File: src/rtl/wb_src_arbiter_if.sv
// Bus bundle between the write-back source arbiter, its six requesters and the
// downstream consumer. The master modport is the arbiter's view.
interface wb_src_arbiter_if;
  logic [5:0] req;
  logic [5:0] lock;
  logic       bus_ready;
  logic [5:0] gnt;
  logic [2:0] sel;
  logic       bus_valid;
  logic       xfer;
  logic       timeout_err;

  modport master (
    input  req, lock, bus_ready,
    output gnt, sel, bus_valid, xfer, timeout_err
  );

  modport slave (
    output req, lock, bus_ready,
    input  gnt, sel, bus_valid, xfer, timeout_err
  );
endinterface

File: src/rtl/wb_src_arbiter.sv
// Round-robin arbiter/sequencer for the six-source 16-bit write-back mux.
// Grants one requester at a time, drives the mux selector (IDLE_SEL when
// nothing is granted) and handshakes each beat with the consumer.
// Optional feature macro: WB_WATCHDOG_EN adds a stall watchdog that forces
// a release after TIMEOUT granted cycles without bus_ready.
module wb_src_arbiter #(
  parameter int NUM_REQ   = 6,
  parameter int MAX_BURST = 4,
  parameter int IDLE_SEL  = 7,
  parameter int TIMEOUT   = 15
) (
  input logic              CLK,
  input logic              RESET_N,
  wb_src_arbiter_if.master bus
);

  localparam int             BW         = $clog2(MAX_BURST + 1);
  localparam logic [BW-1:0]  BURST_LAST = BW'(MAX_BURST - 1);
  localparam logic [2:0]     SEL_IDLE   = 3'(IDLE_SEL);
  localparam logic [2:0]     LAST_IDX   = 3'(NUM_REQ - 1);

  localparam logic [0:0] IDLE  = 1'b0;
  localparam logic [0:0] GRANT = 1'b1;

  if (NUM_REQ != 6 || MAX_BURST < 1 || TIMEOUT < 1) begin : g_bad_cfg
    $error("wb_src_arbiter: NUM_REQ must be 6, MAX_BURST and TIMEOUT >= 1");
  end

  logic [0:0]    state_q, state_d;
  logic [5:0]    gnt_q, gnt_d;
  logic [2:0]    sel_q, sel_d;
  logic [2:0]    ptr_q, ptr_d;
  logic [BW-1:0] beat_q, beat_d;

`ifdef WB_WATCHDOG_EN
  localparam int            WW        = $clog2(TIMEOUT + 1);
  localparam logic [WW-1:0] WAIT_LAST = WW'(TIMEOUT - 1);
  logic [WW-1:0] wait_q, wait_d;
  logic          tout_q, tout_d;
`endif

  logic [2:0] g;
  logic [2:0] next_g;
  logic [2:0] arb_base;
  logic [2:0] win;
  logic       found;
  logic [3:0] pos;
  logic       do_arb;

  assign g        = sel_q;
  assign next_g   = (sel_q == LAST_IDX) ? 3'd0 : sel_q + 3'd1;
  // On release the old owner's successor heads the scan, so the old owner
  // automatically becomes lowest priority for the same-cycle re-arbitration.
  assign arb_base = (state_q == GRANT) ? next_g : ptr_q;

  // Round-robin scan: first set req bit from arb_base upward, wrapping 5->0.
  always_comb begin
    found = 1'b0;
    win   = '0;
    pos   = '0;
    for (int unsigned k = 0; k < NUM_REQ; k++) begin
      pos = {1'b0, arb_base} + 4'(k);
      if (pos >= 4'(NUM_REQ)) pos = pos - 4'(NUM_REQ);
      if (!found && bus.req[pos[2:0]]) begin
        found = 1'b1;
        win   = pos[2:0];
      end
    end
  end

  // Next-state: hold, count beats, or release and re-arbitrate in one cycle.
  always_comb begin
    state_d = state_q;
    gnt_d   = gnt_q;
    sel_d   = sel_q;
    ptr_d   = ptr_q;
    beat_d  = beat_q;
    do_arb  = 1'b0;
`ifdef WB_WATCHDOG_EN
    wait_d  = wait_q;
    tout_d  = 1'b0;
`endif
    if (state_q == IDLE) begin
      do_arb = 1'b1;
    end else begin
      if (bus.bus_ready) begin
        beat_d = beat_q + BW'(1);
        do_arb = !(bus.lock[g] && bus.req[g] && (beat_q < BURST_LAST));
      end else begin
        do_arb = !bus.req[g];
      end
`ifdef WB_WATCHDOG_EN
      if (bus.bus_ready) begin
        wait_d = '0;
      end else if (wait_q == WAIT_LAST) begin
        do_arb = 1'b1;
        tout_d = 1'b1;
      end else begin
        wait_d = wait_q + WW'(1);
      end
`endif
      if (do_arb) ptr_d = next_g;
    end
    if (do_arb) begin
      beat_d = '0;
`ifdef WB_WATCHDOG_EN
      wait_d = '0;
`endif
      if (found) begin
        state_d = GRANT;
        gnt_d   = 6'b000001 << win;
        sel_d   = win;
      end else begin
        state_d = IDLE;
        gnt_d   = '0;
        sel_d   = SEL_IDLE;
      end
    end
  end

  // State and registered outputs, synchronous active-low reset.
  always_ff @(posedge CLK) begin
    if (!RESET_N) begin
      state_q <= IDLE;
      gnt_q   <= '0;
      sel_q   <= SEL_IDLE;
      ptr_q   <= '0;
      beat_q  <= '0;
`ifdef WB_WATCHDOG_EN
      wait_q  <= '0;
      tout_q  <= 1'b0;
`endif
    end else begin
      state_q <= state_d;
      gnt_q   <= gnt_d;
      sel_q   <= sel_d;
      ptr_q   <= ptr_d;
      beat_q  <= beat_d;
`ifdef WB_WATCHDOG_EN
      wait_q  <= wait_d;
      tout_q  <= tout_d;
`endif
    end
  end

  assign bus.gnt       = gnt_q;
  assign bus.sel       = sel_q;
  assign bus.bus_valid = |gnt_q;
  assign bus.xfer      = (|gnt_q) & bus.bus_ready;
`ifdef WB_WATCHDOG_EN
  assign bus.timeout_err = tout_q;
`else
  assign bus.timeout_err = 1'b0;
`endif

endmodule
File: src/flat_wrapper.sv
// flat-port wrapper written by rule: the top's interface ports become plain ports
module wb_src_arbiter_flat 
#(
  parameter int NUM_REQ   = 6,
  parameter int MAX_BURST = 4,
  parameter int IDLE_SEL  = 7,
  parameter int TIMEOUT   = 15
)
  (CLK, RESET_N, bus_req, bus_lock, bus_bus_ready, bus_gnt, bus_sel, bus_bus_valid, bus_xfer, bus_timeout_err);
  wb_src_arbiter_if bus_i ();
  input logic CLK;
  input logic RESET_N;
  input wire logic [$bits(bus_i.req)-1:0] bus_req;
  input wire logic [$bits(bus_i.lock)-1:0] bus_lock;
  input wire logic [$bits(bus_i.bus_ready)-1:0] bus_bus_ready;
  output wire logic [$bits(bus_i.gnt)-1:0] bus_gnt;
  output wire logic [$bits(bus_i.sel)-1:0] bus_sel;
  output wire logic [$bits(bus_i.bus_valid)-1:0] bus_bus_valid;
  output wire logic [$bits(bus_i.xfer)-1:0] bus_xfer;
  output wire logic [$bits(bus_i.timeout_err)-1:0] bus_timeout_err;
  assign bus_i.req = bus_req;
  assign bus_i.lock = bus_lock;
  assign bus_i.bus_ready = bus_bus_ready;
  assign bus_gnt = bus_i.gnt;
  assign bus_sel = bus_i.sel;
  assign bus_bus_valid = bus_i.bus_valid;
  assign bus_xfer = bus_i.xfer;
  assign bus_timeout_err = bus_i.timeout_err;
  wb_src_arbiter #(.NUM_REQ(NUM_REQ), .MAX_BURST(MAX_BURST), .IDLE_SEL(IDLE_SEL), .TIMEOUT(TIMEOUT)) u_core (.CLK(CLK), .RESET_N(RESET_N), .bus(bus_i));
endmodule
File: config.mk
export PLATFORM = sky130hd
export DESIGN_NAME = wb_src_arbiter_flat
export DESIGN_NICKNAME = d
export VERILOG_FILES = /design/src/rtl/wb_src_arbiter_if.sv /design/src/rtl/wb_src_arbiter.sv /design/src/flat_wrapper.sv
export SDC_FILE = /design/constraint.sdc
export NUM_CORES = 1
export LEC_CHECK = 0
export ABC_CLOCK_PERIOD_IN_PS = 5800
export CAP_MARGIN = 15
export CORE_UTILIZATION = 55
export CTS_CLUSTER_DIAMETER = 80
export DETAILED_ROUTE_END_ITERATION = 7
export PLACE_DENSITY = 0.8
export SYNTH_ARGS = -nofsm -noshare
export SYNTH_HDL_FRONTEND = slang
export SYNTH_SLANG_ARGS = --single-unit
File: constraint.sdc
create_clock -name CLK -period 5.8 [get_ports CLK]
set_input_delay 1.16 -clock CLK [delete_from_list [all_inputs] [get_ports CLK]]
set_output_delay 1.16 -clock CLK [all_outputs]
set_load 0.05 [all_outputs]
==> impl_metrics.toml <==
[status]
status = "finished, final reports clean"

[detailed_routing]
drtIter0Drc = 246
first_pass_iters = 6
drcViolationCount = 0
vias = 2128
wl_per_cell_um = 17.73
viasPerCell = 6.671
ant_nets = 0
wirelength_um = 5655

[cts]
post_cts_resized = 0
ctsHoldBuffers = 0
clkTransAtPathRegs_ns = 0.06
cts_tree = "built"
clkLatencyLatePin_ns = 0.25
clock_path_buffers = 2
cts_made_buffers = 3
clock_sinks = 16
clockRootBuffer = "clkbuf_8"
cts_setup_buffers = 0
cts_max_level = 1

[die]
core-area_sq_um = 3442
rows = 21
die_h_um = 62.80
ios = 27
die_area_sq_um = 3944
initial_core_util = 0.5907
die_w_um = 62.80

[synth]
synth_enable_flop_cells = 0
syn_inst = 256
yosysUniqueCellTypes = 76
yosysWarnings = 0
synth_area_per_cell_sq_um = 7.942
post_synth_instance_area_sq_um = 2033
synth_flop_cell = "dfxtp_1"
synth.yosys.seq_area_share = 0.1575
synth_nets = 281
synthArstFlopShare = 0
synth-seq-cells = 16

[finish]
register_area_sq_um = 320.3
multi_input_area_sq_um = 1595
final_cell_mix = "nand2_1 (25), clkdlybuf4s50_1 (25), nor2_1 (18)"
fin_cells = 319
antennaDiodeCount = 0
syn_to_final_growth_pct = 14.46
fin_nets = 299
fillers = 298
drive_above_1_share = 0.1062

[timing]
fin_setup_tns_ns = 0
slew_violations = 0
finalSetupViolations = 0
fin_ws_ns = 1.456
layout_min_cycle_time_ns = 4.344
skew_ns = 0.002120
tightestPinTransition_ns = 0.9350
timing.fmax_ghz = 0.2302
rsz0062_at_grt = "no"
maxSlewHeadroom = 0.3605
hold_viol = 0
post-route-period-util = 0.7490

[run]
maxCapViolCount = 0

[grt]
grt_max_degree = 19
grt.overflow.total = 0
first_global_vias = 1999
grt_usage = 0.3063
grt_pass1_wl_um = 9770
grt_antenna_before_repair = 0

[setup_path]
timing.rr.end = "u_core.bus.gnt[3]$_SDFFE_PN0P_"
worstPathRequired_ns = 5.92
startpoint = "u_core.state_q$_SDFFE_PN0P_"
worstPathMaxFanout = 17
crit_buf_inv = 1
path_class = "reg -> reg"
critPathSlowestCell = "dfxtp_1"
rr_worst_depth = 13
crit_path_end = "u_core.bus.gnt[3]$_SDFFE_PN0P_"
cpPeakStageDelay_ns = 0.65
arrival_ns = 4.47
reg2reg_slack_ns = 1.46
critical_path.top_delay_family = "simple AND/OR/NAND/NOR gates"
critPathLaunchType = "register"
crit_path_end_kind = "register"
r2r_start = "u_core.state_q$_SDFFE_PN0P_"
cp_num_cells = 13
cp_cell_sequence = "and2b_1 -> nor2_8 -> inv_2 -> ha_1 -> and2_1 -> a32o_1 -> or4b_1 -> a31oi_1 -> o2111ai_1 -> or2_1 -> o211a_1 -> o311ai_4 -> o31ai_1"

[place]
dp_hpwl_um = 4278
place_congestion = 0.9682
dpl_worst_slack_ns = 1.575
post-place-cells = 315
portBuffers = 25

[min_path]
hp-class = "reg -> reg"
min_from = "u_core.bus.gnt[0]$_SDFFE_PN0P_"
==> cell families (layout without fill, tap and decap cells) <==
family | after synthesis | count (layout) | synth area share
muxes | 12 | 12 | 0.08923
and+or+nand+nor | 95 | 95 | 0.2609
adders and majority gates | 10 | 10 | 0.06154
xor gates and xnor gates | 3 | 3 | 0.01662
other | 1 | 1 | 0.001844
buffers and inverters | 25 | 42 | 0.05784
DFF | 16 | 16 | 0.1575
AOI/OAI and AO/OA | 94 | 94 | 0.3545
==> worst min path at each step <==
stage,to,slack (ns),depth (start not counted)
floorplan,u_core.beat_q[1]$_SDFFE_PP0P_,0.45,2
global placement,u_core.bus.gnt[0]$_SDFFE_PN0P_,0.46,2
detailed placement,u_core.bus.gnt[0]$_SDFFE_PN0P_,0.46,2
CTS,u_core.bus.gnt[0]$_SDFFE_PN0P_,0.47,2
global route,u_core.bus.gnt[5]$_SDFFE_PN0P_,0.50,2
finish,u_core.bus.gnt[0]$_SDFFE_PN0P_,0.47,2
==> cell usage after synthesis (all sizes together), types with 3 or more instances <==
cell type   n  area, sq um
nand2      25        93.84
nor2       19        87.58
o21ai      17        85.08
dfxtp      16        320.3
a21oi      14        73.82
inv        13        48.80
ha         10        125.1
o31ai      10        88.83
nand3       9        45.04
nor3        9        45.04
buf         7        48.79
a31oi       5        46.29
clkbuf      5        20.01
mux2i       5        50.05
nand2b      5        31.28
mux4        4        97.59
o211ai      4        30.03
or2         4        25.03
a22oi       3        22.52
a2bb2oi     3        26.28
and2        3        21.27
and2b       3        23.77
mux2        3        33.78
nor3b       3        45.05
o22ai       3        18.77
o31a        3        26.28
==> area by class of cell <==
cell class                 instances  share of cell area
inverter                          13             0.02097
sequential                        16              0.1376
tap                               46             0.02473
multi-input combinational        215              0.6855
timing repair buffer              25              0.1075
clock buffer                       4             0.02366
==> flip-flops by register name, indices dropped and copies added (netlist names) <==
signal and flops:
u_core.beat_q 3, u_core.ptr_q 3, u_core.bus.gnt 6, u_core.state_q 1
u_core.bus.sel 3
==> per-stage QoR <==
stage               hold slack [ns]  cell area (sq um)    util
floorplan                    0.4531               2033       -
CTS                          0.4684               2327  0.6761
global route                 0.5026               2327  0.6761
finish                       0.4670               2327  0.6761
global placement             0.4649               2272  0.6601
detailed placement           0.4601               2272  0.6601
==> per-layer routing <==
| metal | global-route usage | part of all wire | wire length (um) |
|---|---|---|---|
| met5 | 0 | 0 | 0 |
| met4 | 0.05523 | 0.0087 | 49 |
| met3 | 0.05474 | 0.10 | 581 |
| met2 | 0.4823 | 0.44 | 2470 |
| met1 | 0.4354 | 0.45 | 2554 |
==> worst reg2reg max path, cell delays in order, from the launching register on <==
cell and delay, ns:
dfxtp_1 0.65, and2b_1 0.41, nor2_8 0.27, inv_2 0.18
ha_1 0.29, and2_1 0.17, a32o_1 0.29, or4b_1 0.55
a31oi_1 0.31, o2111ai_1 0.18, or2_1 0.36, o211a_1 0.31
o311ai_4 0.11, o31ai_1 0.14
Power is left out: the tool's default activity adds up to more than one toggle a clock period on the data nets, which glitch-free logic cannot reach.
